$ cat src/rtl/switch_conditioner.sv
// Input conditioning for the two-switch hazard-light FSM: per-bit synchronizer
// and debouncer, rising-edge pulses, and a step prescaler restarted on any switch change.
module switch_conditioner #(
  parameter int DEBOUNCE_CYCLES = 4,
  parameter int DIV_CYCLES      = 8
) (
  input  logic       clk,
  input  logic       reset,
  input  logic [1:0] sw_raw,
  output logic [1:0] sw,
  output logic [1:0] sw_rise,
  output logic       step
);

  localparam int CW = $clog2(DEBOUNCE_CYCLES) + 1;
  localparam int PW = $clog2(DIV_CYCLES);
  localparam logic [CW-1:0] DB_LAST = CW'(DEBOUNCE_CYCLES - 1);
  localparam logic [PW-1:0] P_LAST  = PW'(DIV_CYCLES - 1);

  logic [1:0]    r_s1;
  logic [1:0]    r_s2;
  logic [1:0]    w_sw;
  logic [1:0]    w_rise;
  logic [1:0]    w_upd;
  logic          w_change;
  logic [PW-1:0] r_pcnt;
  logic          r_step;

  always_ff @(posedge clk) begin
    if (reset) begin
      r_s1 <= 2'b00;
      r_s2 <= 2'b00;
    end else begin
      r_s1 <= sw_raw;
      r_s2 <= r_s1;
    end
  end

  genvar gi;
  generate
    for (gi = 0; gi < 2; gi++) begin : g_bit
      logic          r_sw;
      logic          r_rise;
      logic [CW-1:0] r_cnt;

      // sw flips on the edge where the mismatch has already been seen DEBOUNCE_CYCLES-1 times
      assign w_upd[gi] = (r_s2[gi] != r_sw) && (r_cnt == DB_LAST);

      always_ff @(posedge clk) begin
        if (reset) begin
          r_sw   <= 1'b0;
          r_rise <= 1'b0;
          r_cnt  <= '0;
        end else begin
          r_rise <= w_upd[gi] & r_s2[gi];
          if (r_s2[gi] == r_sw) begin
            r_cnt <= '0;
          end else if (w_upd[gi]) begin
            r_sw  <= r_s2[gi];
            r_cnt <= '0;
          end else begin
            r_cnt <= r_cnt + CW'(1);
          end
        end
      end

      assign w_sw[gi]   = r_sw;
      assign w_rise[gi] = r_rise;
    end
  endgenerate

  assign w_change = |w_upd;

  // A switch change restarts the period and overrides a coincident wrap
  always_ff @(posedge clk) begin
    if (reset) begin
      r_pcnt <= '0;
      r_step <= 1'b0;
    end else if (w_change) begin
      r_pcnt <= '0;
      r_step <= 1'b0;
    end else begin
      r_step <= (r_pcnt == P_LAST);
      r_pcnt <= (r_pcnt == P_LAST) ? '0 : r_pcnt + PW'(1);
    end
  end

  assign sw      = w_sw;
  assign sw_rise = w_rise;
  assign step    = r_step;

endmodule
$ cat config.mk
export PLATFORM = sky130hd
export DESIGN_NAME = switch_conditioner
export DESIGN_NICKNAME = d
export VERILOG_FILES = /design/src/rtl/switch_conditioner.sv
export SDC_FILE = /design/constraint.sdc
export NUM_CORES = 1
export LEC_CHECK = 0
export CAP_MARGIN = 20
export CELL_PAD_IN_SITES_DETAIL_PLACEMENT = 1
export CELL_PAD_IN_SITES_GLOBAL_PLACEMENT = 2
export CORE_ASPECT_RATIO = 1.25
export CORE_MARGIN = 8
export CORE_UTILIZATION = 25
export DETAILED_ROUTE_END_ITERATION = 10
export PLACE_DENSITY_LB_ADDON = 0.1
export SETUP_SLACK_MARGIN = 0.5
export SLEW_MARGIN = 20
export SYNTH_ARGS = -nofsm -noshare
export SYNTH_HDL_FRONTEND = slang
export SYNTH_SLANG_ARGS = --single-unit
$ cat constraint.sdc
create_clock -name clk -period 2.84 [get_ports clk]
set_clock_uncertainty 0.1 [all_clocks]
set_input_delay 0.852 -clock clk [delete_from_list [all_inputs] [get_ports clk]]
set_output_delay 0.852 -clock clk [all_outputs]
set_load 0.02 [all_outputs]
# [Word level (Yosys, flattened, before mapping)]
# Index checks and enable logic that the tools add are counted.
[totals] ff_bits=18 inputBits=4 elab_cells=32
[op_classes] n_addsub=3 n_eq_ne=7 bitwise_logic=4 n_reduce_logical=8
[op_table] op="$add A3 B1 Y3 const B" count=3
[op_table] op="$reduce_or A3 Y1" count=3
[op_table] op="$eq A3 B2 Y1 const B" count=2
[op_table] op="$reduce_and A2 Y1" count=2
[op_table] op="$reduce_or A4 Y1" count=1
[op_table] op="$eq A3 B3 Y1 const B" count=1
[op_table] op="$and A1 B1 Y1" count=2
[op_table] op="$eq A1 B1 Y1" count=2
[op_table] op="$logic_and A1 B1 Y1" count=2
[op_table] op="$ne A1 B1 Y1" count=2
[op_table] op="$not A1 Y1" count=2

# [Longest topological paths before layout]
# Gate-level depths: netlist of the first run.
[logic_depth] word_depth=3 mapped_depth=5

# [Least setup slack after synthesis of the first run]
# No wires, ideal clock.
[synth_path] path_type="input to register" start="in reset" end="reg g_bit[0].r_cnt[0]" setup_ns=0.064 t_arrival_ns=1.434 slack_ns=1.242 stages=3 n_path_buf=1 path_cell_list="clkbuf_2 -> or3_4 -> nor2_1"
[synth_via] elab_chain_len=1
[synth_lines] element="from (decl)" line="8" rtl="input logic reset,"
[synth_lines] element="$reduce_or A3 Y1 (no line)"
[synth_lines] element="to (signal assigned)" line="62" rtl="r_cnt <= r_cnt + CW'(1);"
[synth_lines] element="to (decl)" line="44" rtl="logic [CW-1:0] r_cnt;"
# No other way between the ends.
# A chain may end at the register's enable or synchronous reset.

# [Worst setup path after layout of the first run]
[layout_path] start="reg g_bit[1].r_rise" end="out sw_rise[1]"
[layout_rtl] element="from (decl)" line="43" rtl="logic r_rise;"
[layout_rtl] element="from (signal assigned)" line="55" rtl="r_rise <= w_upd[gi] & r_s2[gi];"
[layout_rtl] element="to (decl)" line="11" rtl="output logic [1:0] sw_rise,"
# No word-level cell between the ends.

==> metrics.cfg, run 1 <==
[global_routing]
busiest_layer = met2
grt_use_total_pct = 5.18
grt.met1_usage_pct = 5.57
grt_pass1_wl_mm = 1.79
grt_pass1_vias = 400
grt_max_degree = 12
grt_overflow_total = 0
met3_usage_pct = 2.26
groute.layer.met2.usage_pct = 7.37
antenna_found_initial = 0

[status]
status = finished clean

[sta]
period_share_pct = 75.9
slew_violations = 0
fmax_ghz = 0.464
period_minus_slack_ps = 2150
rsz0062_at_grt = no
hold_viol = 0
finalSetupTns_ps = 0
relSlewSlack_pct = 76.2
finalSetupViolCount = 0
worstMarginPinSlew_ps = 356

[logic_synthesis]
syn_inst = 60
ys_warn_count = 0
yosys.area.top_type_share_pct = 52.8
syn_avg_cell_area_um2 = 11.4
ys_types = 17
synth-seq-cells = 18
synth_top_area_cell = dfxtp_1
yosys-top-cells-area = dfxtp_1 53%, ha_1 11%, buf_4 4.4%
synth-seq-area-share_pct = 52.8
syn_area_um2 = 682
syn_nets = 70

[setup_path]
slowest_stage = clkdlybuf4s50_1
cp.arrival_ps = 1200
cp.buffers_inverters = 1
critPathLaunchType = flop
crit_path_end_kind = primary output
cpPeakStageDelay_ps = 590
criticalPathCategory = reg2out
crit_fanout = 1
cp_top_family = buffers and inverters
crit_path_cell_trace = clkdlybuf4s50_1
critPathRequiredTime_ps = 1890

[cts]
cts-htree-levels = 1
clock-root-buffer = clkbuf_4
clock-sinks = 18
path_clk_slew_ps = 100
cts_tree = done
clk_path_buf_depth = 2
cts_buffers = 3
insertion_delay_ps = 290

[finish]
multi_input_area_um2 = 268
regArea_um2 = 360
nFillCells = 305
antennaDiodeCount = 0
final_nets = 78
drive_above_1_share_pct = 14.9
syn_to_final_growth_pct = 18.9
final_area_um2 = 811

[floorplan]
fp.dieH_um = 74.4
initial_utilization_pct = 26.0
rows = 21
dieArea_mm2 = 0.00467
io_pins = 9
core-area_mm2 = 0.00263
die_width_um = 62.7

[detailed_routing]
drc_errors = 0
vias = 387
drt_iter0_markers = 7
wl_per_cell_um = 9.95
firstDrtPassIters = 4
totalWireLength_mm = 1.01
vias_per_cell = 3.83
postRouteAntennaNets = 0

[pwr]
power_leakage_nw = 0.345
power.density_mw_per_mm2 = 539
max-vdd-ir-drop_v = 0.000178

[placement]
dpl.hpwl_um = 777
placed_cell_area_um2 = 769
portBuffers = 8
globalplace.congestion = 0.619

[run]
maxCapViolations = 0

[min_path]
hold_path_class = reg2reg

-- placed cells by master, fill, tap and decap left out --
master / Yosys / layout
inv_1: 5 / 5
xnor2_1: 2 / 2
ha_1: 6 / 6
and2b_1: 3 / 3
nor2_1: 5 / 5
mux2i_1: 2 / 2
or3_4: 2 / 2
nor4b_1: 3 / 3
clkdlybuf4s50_1: 0 / 6
dlymetal6s2s_1: 0 / 2
nor3b_1: 1 / 1
nor2_2: 3 / 3
clkbuf_8: 0 / 1
dfxtp_1: 18 / 18
clkbuf_4: 0 / 3
and4bb_2: 1 / 1
o21bai_1: 1 / 1
nor2b_1: 2 / 2
nor4_1: 1 / 1
-- where the power goes --
group          switching [mW]  total (mW)  internal, mW
Clock                  0.0770       0.155        0.0781
Sequential            0.00289       0.262         0.260
Combinational         0.00755      0.0193        0.0117
Total                  0.0875       0.437         0.349
-- layer usage --
| metal | wire [µm] | vias up | share of wire [%] |
|---|---|---|---|
| met4 | 19 | 0 | 1.9 |
| met5 | 0 | - | 0 |
| li1 | - | 207 | - |
| met3 | 56 | 2 | 5.6 |
| met2 | 482 | 5 | 48 |
| met1 | 447 | 173 | 44 |
-- registers in the layout, summed over array words and instances, names as in the netlist --
| signal | count |
|---|---|
| step | 1 |
| g_bit.r_cnt | 6 |
| r_s1 | 2 |
| r_s2 | 2 |
| g_bit.r_rise | 2 |
| g_bit.r_sw | 2 |
| r_pcnt | 3 |
-- cell type report --
class	instances	share of cell area (%)
inverters	5	2.31
well taps	34	5.25
repair buffers	8	10.5
flip-flops and latches	18	44.4
multi-input cells	32	33.0
clock buffers	4	4.48
-- logic make-up (layout without fill, tap and decap cells) --
family	count (synthesis)	after routing	synth area share, %
AO/OA/AOI/OAI	1	1	1.10
multiplexers	2	2	2.94
buffers and inverters	10	17	7.89
AND/OR/NAND/NOR	21	21	21.7
adder cells (fa/ha/maj)	6	6	11.0
flip-flops	18	18	52.8
XOR/XNOR	2	2	2.57
-- through the flow --
stage | utilization [%] | hold slack [ps] | setup slack, ps | cells | power, mW
6_report | 30.9 | 330 | 685 | 101 | 0.437
5_1_grt | 30.9 | 348 | 618 | 101 | 0.465
4_1_cts | 30.7 | 334 | 523 | 101 | 0.450
3_5_place_dp | 29.3 | 318 | 615 | 97 | 0.288
3_3_place_gp | 29.3 | 314 | 589 | 97 | 0.288
2_1_floorplan | - | 296 | 1240 | 60 | 0.281
-- worst paths after layout --
path                          start                 to  slack (ps)  cells after the start
hold reg to reg   g_bit[0].r_cnt[0]  g_bit[0].r_cnt[0]         330                      1
setup reg to reg  g_bit[1].r_cnt[0]  g_bit[1].r_cnt[2]        1420                      4
hold / removal    g_bit[0].r_cnt[0]  g_bit[0].r_cnt[0]         330                      1
setup / recovery    g_bit[1].r_rise         sw_rise[1]         690                      1
-- cells in the mapped netlist, drive strengths merged --
cell type / number
and2b: 3
and4bb: 1
buf: 4
clkbuf: 1
dfxtp: 18
ha: 6
inv: 5
mux2i: 2
nor2: 8
nor2b: 2
nor3b: 1
nor4: 1
nor4b: 3
o21bai: 1
or3: 2
xnor2: 2
-- what timing repair did --
action,CTS,global route
gates resized for setup,0,2
hold buffers,0,0
endpoints found under the setup margin,0,2
setup buffers,0,0
Note: power is estimated with default switching activity, not from simulation.
==> run 2, diff against run 1 <==
==> constraint.sdc (replaced) <==
create_clock -name clk -period 1.85 [get_ports clk]
set_clock_uncertainty 0.1 [all_clocks]
set_input_delay 0.555 -clock clk [delete_from_list [all_inputs] [get_ports clk]]
set_output_delay 0.555 -clock clk [all_outputs]
set_load 0.02 [all_outputs]
==> run 2 against run 1 <==
Net effect: critical path type unchanged; die area stayed put; largest power group unchanged; critical endpoint is now sw[0]; design area grew 15%; global-route usage up 0.56 points; register-to-register slack worse by 900 ps; via count up 13%; cell count is 5.0% higher; core utilization is 4.8 points higher; wire length increased by 22%.
==> metrics.cfg, run 2 (synthesis gave the netlist of run 1 again) <==
[status]
status = finished clean

[min_path]
hold_end = r_s2[0]
hold_path_class = reg2reg
worstHoldStart = r_s1[0]
holdPathStages = 1

[floorplan]
initial_utilization_pct = 26.0
fp.dieH_um = 74.4
dieArea_mm2 = 0.00467
io_pins = 9
rows = 21
core-area_mm2 = 0.00263
die_width_um = 62.7

[global_routing]
antenna_found_initial = 0
grt_use_total_pct = 5.74
grt_pass1_vias = 454
grt_overflow_total = 0
grt_max_degree = 10
grt_pass1_wl_mm = 2.05

[setup_path]
criticalPathCategory = reg2out
cpPeakStageDelay_ps = 350
r2r_setup_slack_ps = 520
cp_top_family = flip-flops
critPathLaunchType = flop
crit_path_cell_trace = buf_6
r2r_end = g_bit[0].r_cnt[0]
crit_path_end_kind = primary output
critPathRequiredTime_ps = 1190
crit_fanout = 2
ff2ff_path_depth = 4
cp.buffers_inverters = 1
rr_startpoint = g_bit[0].r_cnt[0]
slowest_stage = dfxtp_2
cp.arrival_ps = 750

[finish]
multi_input_area_um2 = 350
antennaDiodeCount = 0
regArea_um2 = 372
drive_above_1_share_pct = 52.8
top_register = g_bit.r_cnt
syn_to_final_growth_pct = 37.2
largest_reg_flops = 6
final_nets = 84
layout_common_cells = 11 x dfxtp_1, 6 x dfxtp_2, 6 x buf_4
nFillCells = 296
largestRegisters = g_bit.r_cnt (6), r_pcnt (3)
final_common_cell = dfxtp_1

[cts]
insertion_delay_ps = 290
clock-sinks = 18
cts_buffers = 3
clock-root-buffer = clkbuf_4
cts_tree = done
path_clk_slew_ps = 100
clk_path_buf_depth = 2
cts-htree-levels = 1

[detailed_routing]
totalWireLength_mm = 1.22
wl_per_cell_um = 11.5
drc_errors = 0
postRouteAntennaNets = 0
vias = 436
drt_iter0_markers = 5
firstDrtPassIters = 2
vias_per_cell = 4.11

[pwr]
power_leakage_nw = 0.354
internal-power_mw = 0.496
power.switching_mw = 0.137
pwr-share-comb_pct = 5.9
seqPwrFrac_pct = 63.6
p_clk_share_pct = 30.5
swShare_pct = 21.7
power.density_mw_per_mm2 = 677
max-vdd-ir-drop_v = 0.000289

[placement]
dpl.hpwl_um = 864
globalplace.congestion = 0.667
portBuffers = 8

[sta]
period_share_pct = 75.8
slew_violations = 0
relSlewSlack_pct = 83.8
finalSetupTns_ps = 0
period_minus_slack_ps = 1400
whs_ps = 345
fmax_ghz = 0.713
rsz0062_at_grt = yes
worstMarginPinSlew_ps = 241
finalSetupViolCount = 0
hold_viol = 0

[run]
maxCapViolations = 0

-- run 2: cell count changes in the layout (fill, tap and decap cells not counted), sizes merged --
cell	before	now
buf	0	11
clkdlybuf4s50	6	2
dlymetal6s2s	2	0
clkbuf	4	3
dlygate4sd2	0	1
-- run 2: per-stage QoR --
stage | instances | power [mW] | worst slack [ps] | util [%] | cell area, µm²
final | 106 | 0.633 | 448 | 35.6 | 936
after global routing | 106 | 0.666 | 403 | 35.6 | 936
after CTS | 105 | 0.644 | 427 | 34.4 | 903
after detailed placement | 98 | 0.445 | 76.8 | 29.6 | 777
after global placement | 98 | 0.444 | 119 | 29.6 | 777
after floorplan | 60 | 0.431 | 513 | - | 682
-- run 2: worst max-delay path by stage --
| stage | from | end | slack [ps] | cells past startpoint |
|---|---|---|---|---|
| 6_report | g_bit[0].r_sw | sw[0] | 450 | 1 |
| 4_1_cts | g_bit[0].r_sw | sw[0] | 430 | 1 |
| 5_1_grt | g_bit[0].r_sw | sw[0] | 400 | 1 |
| 3_5_place_dp | reset | r_pcnt[2] | 80 | 3 |
| 2_1_floorplan | g_bit[1].r_cnt[0] | g_bit[1].r_cnt[0] | 510 | 4 |
| 3_3_place_gp | reset | r_pcnt[2] | 120 | 3 |
-- run 2: power groups by stage --
stage | clock network, mW | logic, mW | registers (mW)
2_1_floorplan | 0 | 0.0202 | 0.411
3_3_place_gp | 0 | 0.0318 | 0.412
3_5_place_dp | 0 | 0.0326 | 0.412
4_1_cts | 0.204 | 0.0360 | 0.404
5_1_grt | 0.219 | 0.0419 | 0.405
6_report | 0.193 | 0.0373 | 0.403
-- run 2: final cells by class --
cell class | count | area share, %
multi-input combinational | 32 | 37.4
clock buffer | 3 | 2.41
sequential | 18 | 39.7
tap | 34 | 4.55
timing repair buffer | 14 | 13.9
inverter | 5 | 2.01
-- run 2: timing repair --
item                       in CTS  in global routing
pin swaps                       6                  6
setup endpoints to repair      19                 14
hold buffers                    0                  0
resized for setup              50                  5
setup buffers                   4                  1
-- run 2: per-layer routing --
layer | part of all wire, % | track usage (%)
met3 | 3.2 | 2.41
met4 | 0.82 | 3.81
met2 | 52 | 9.68
met5 | 0 | 0
met1 | 44 | 5.81
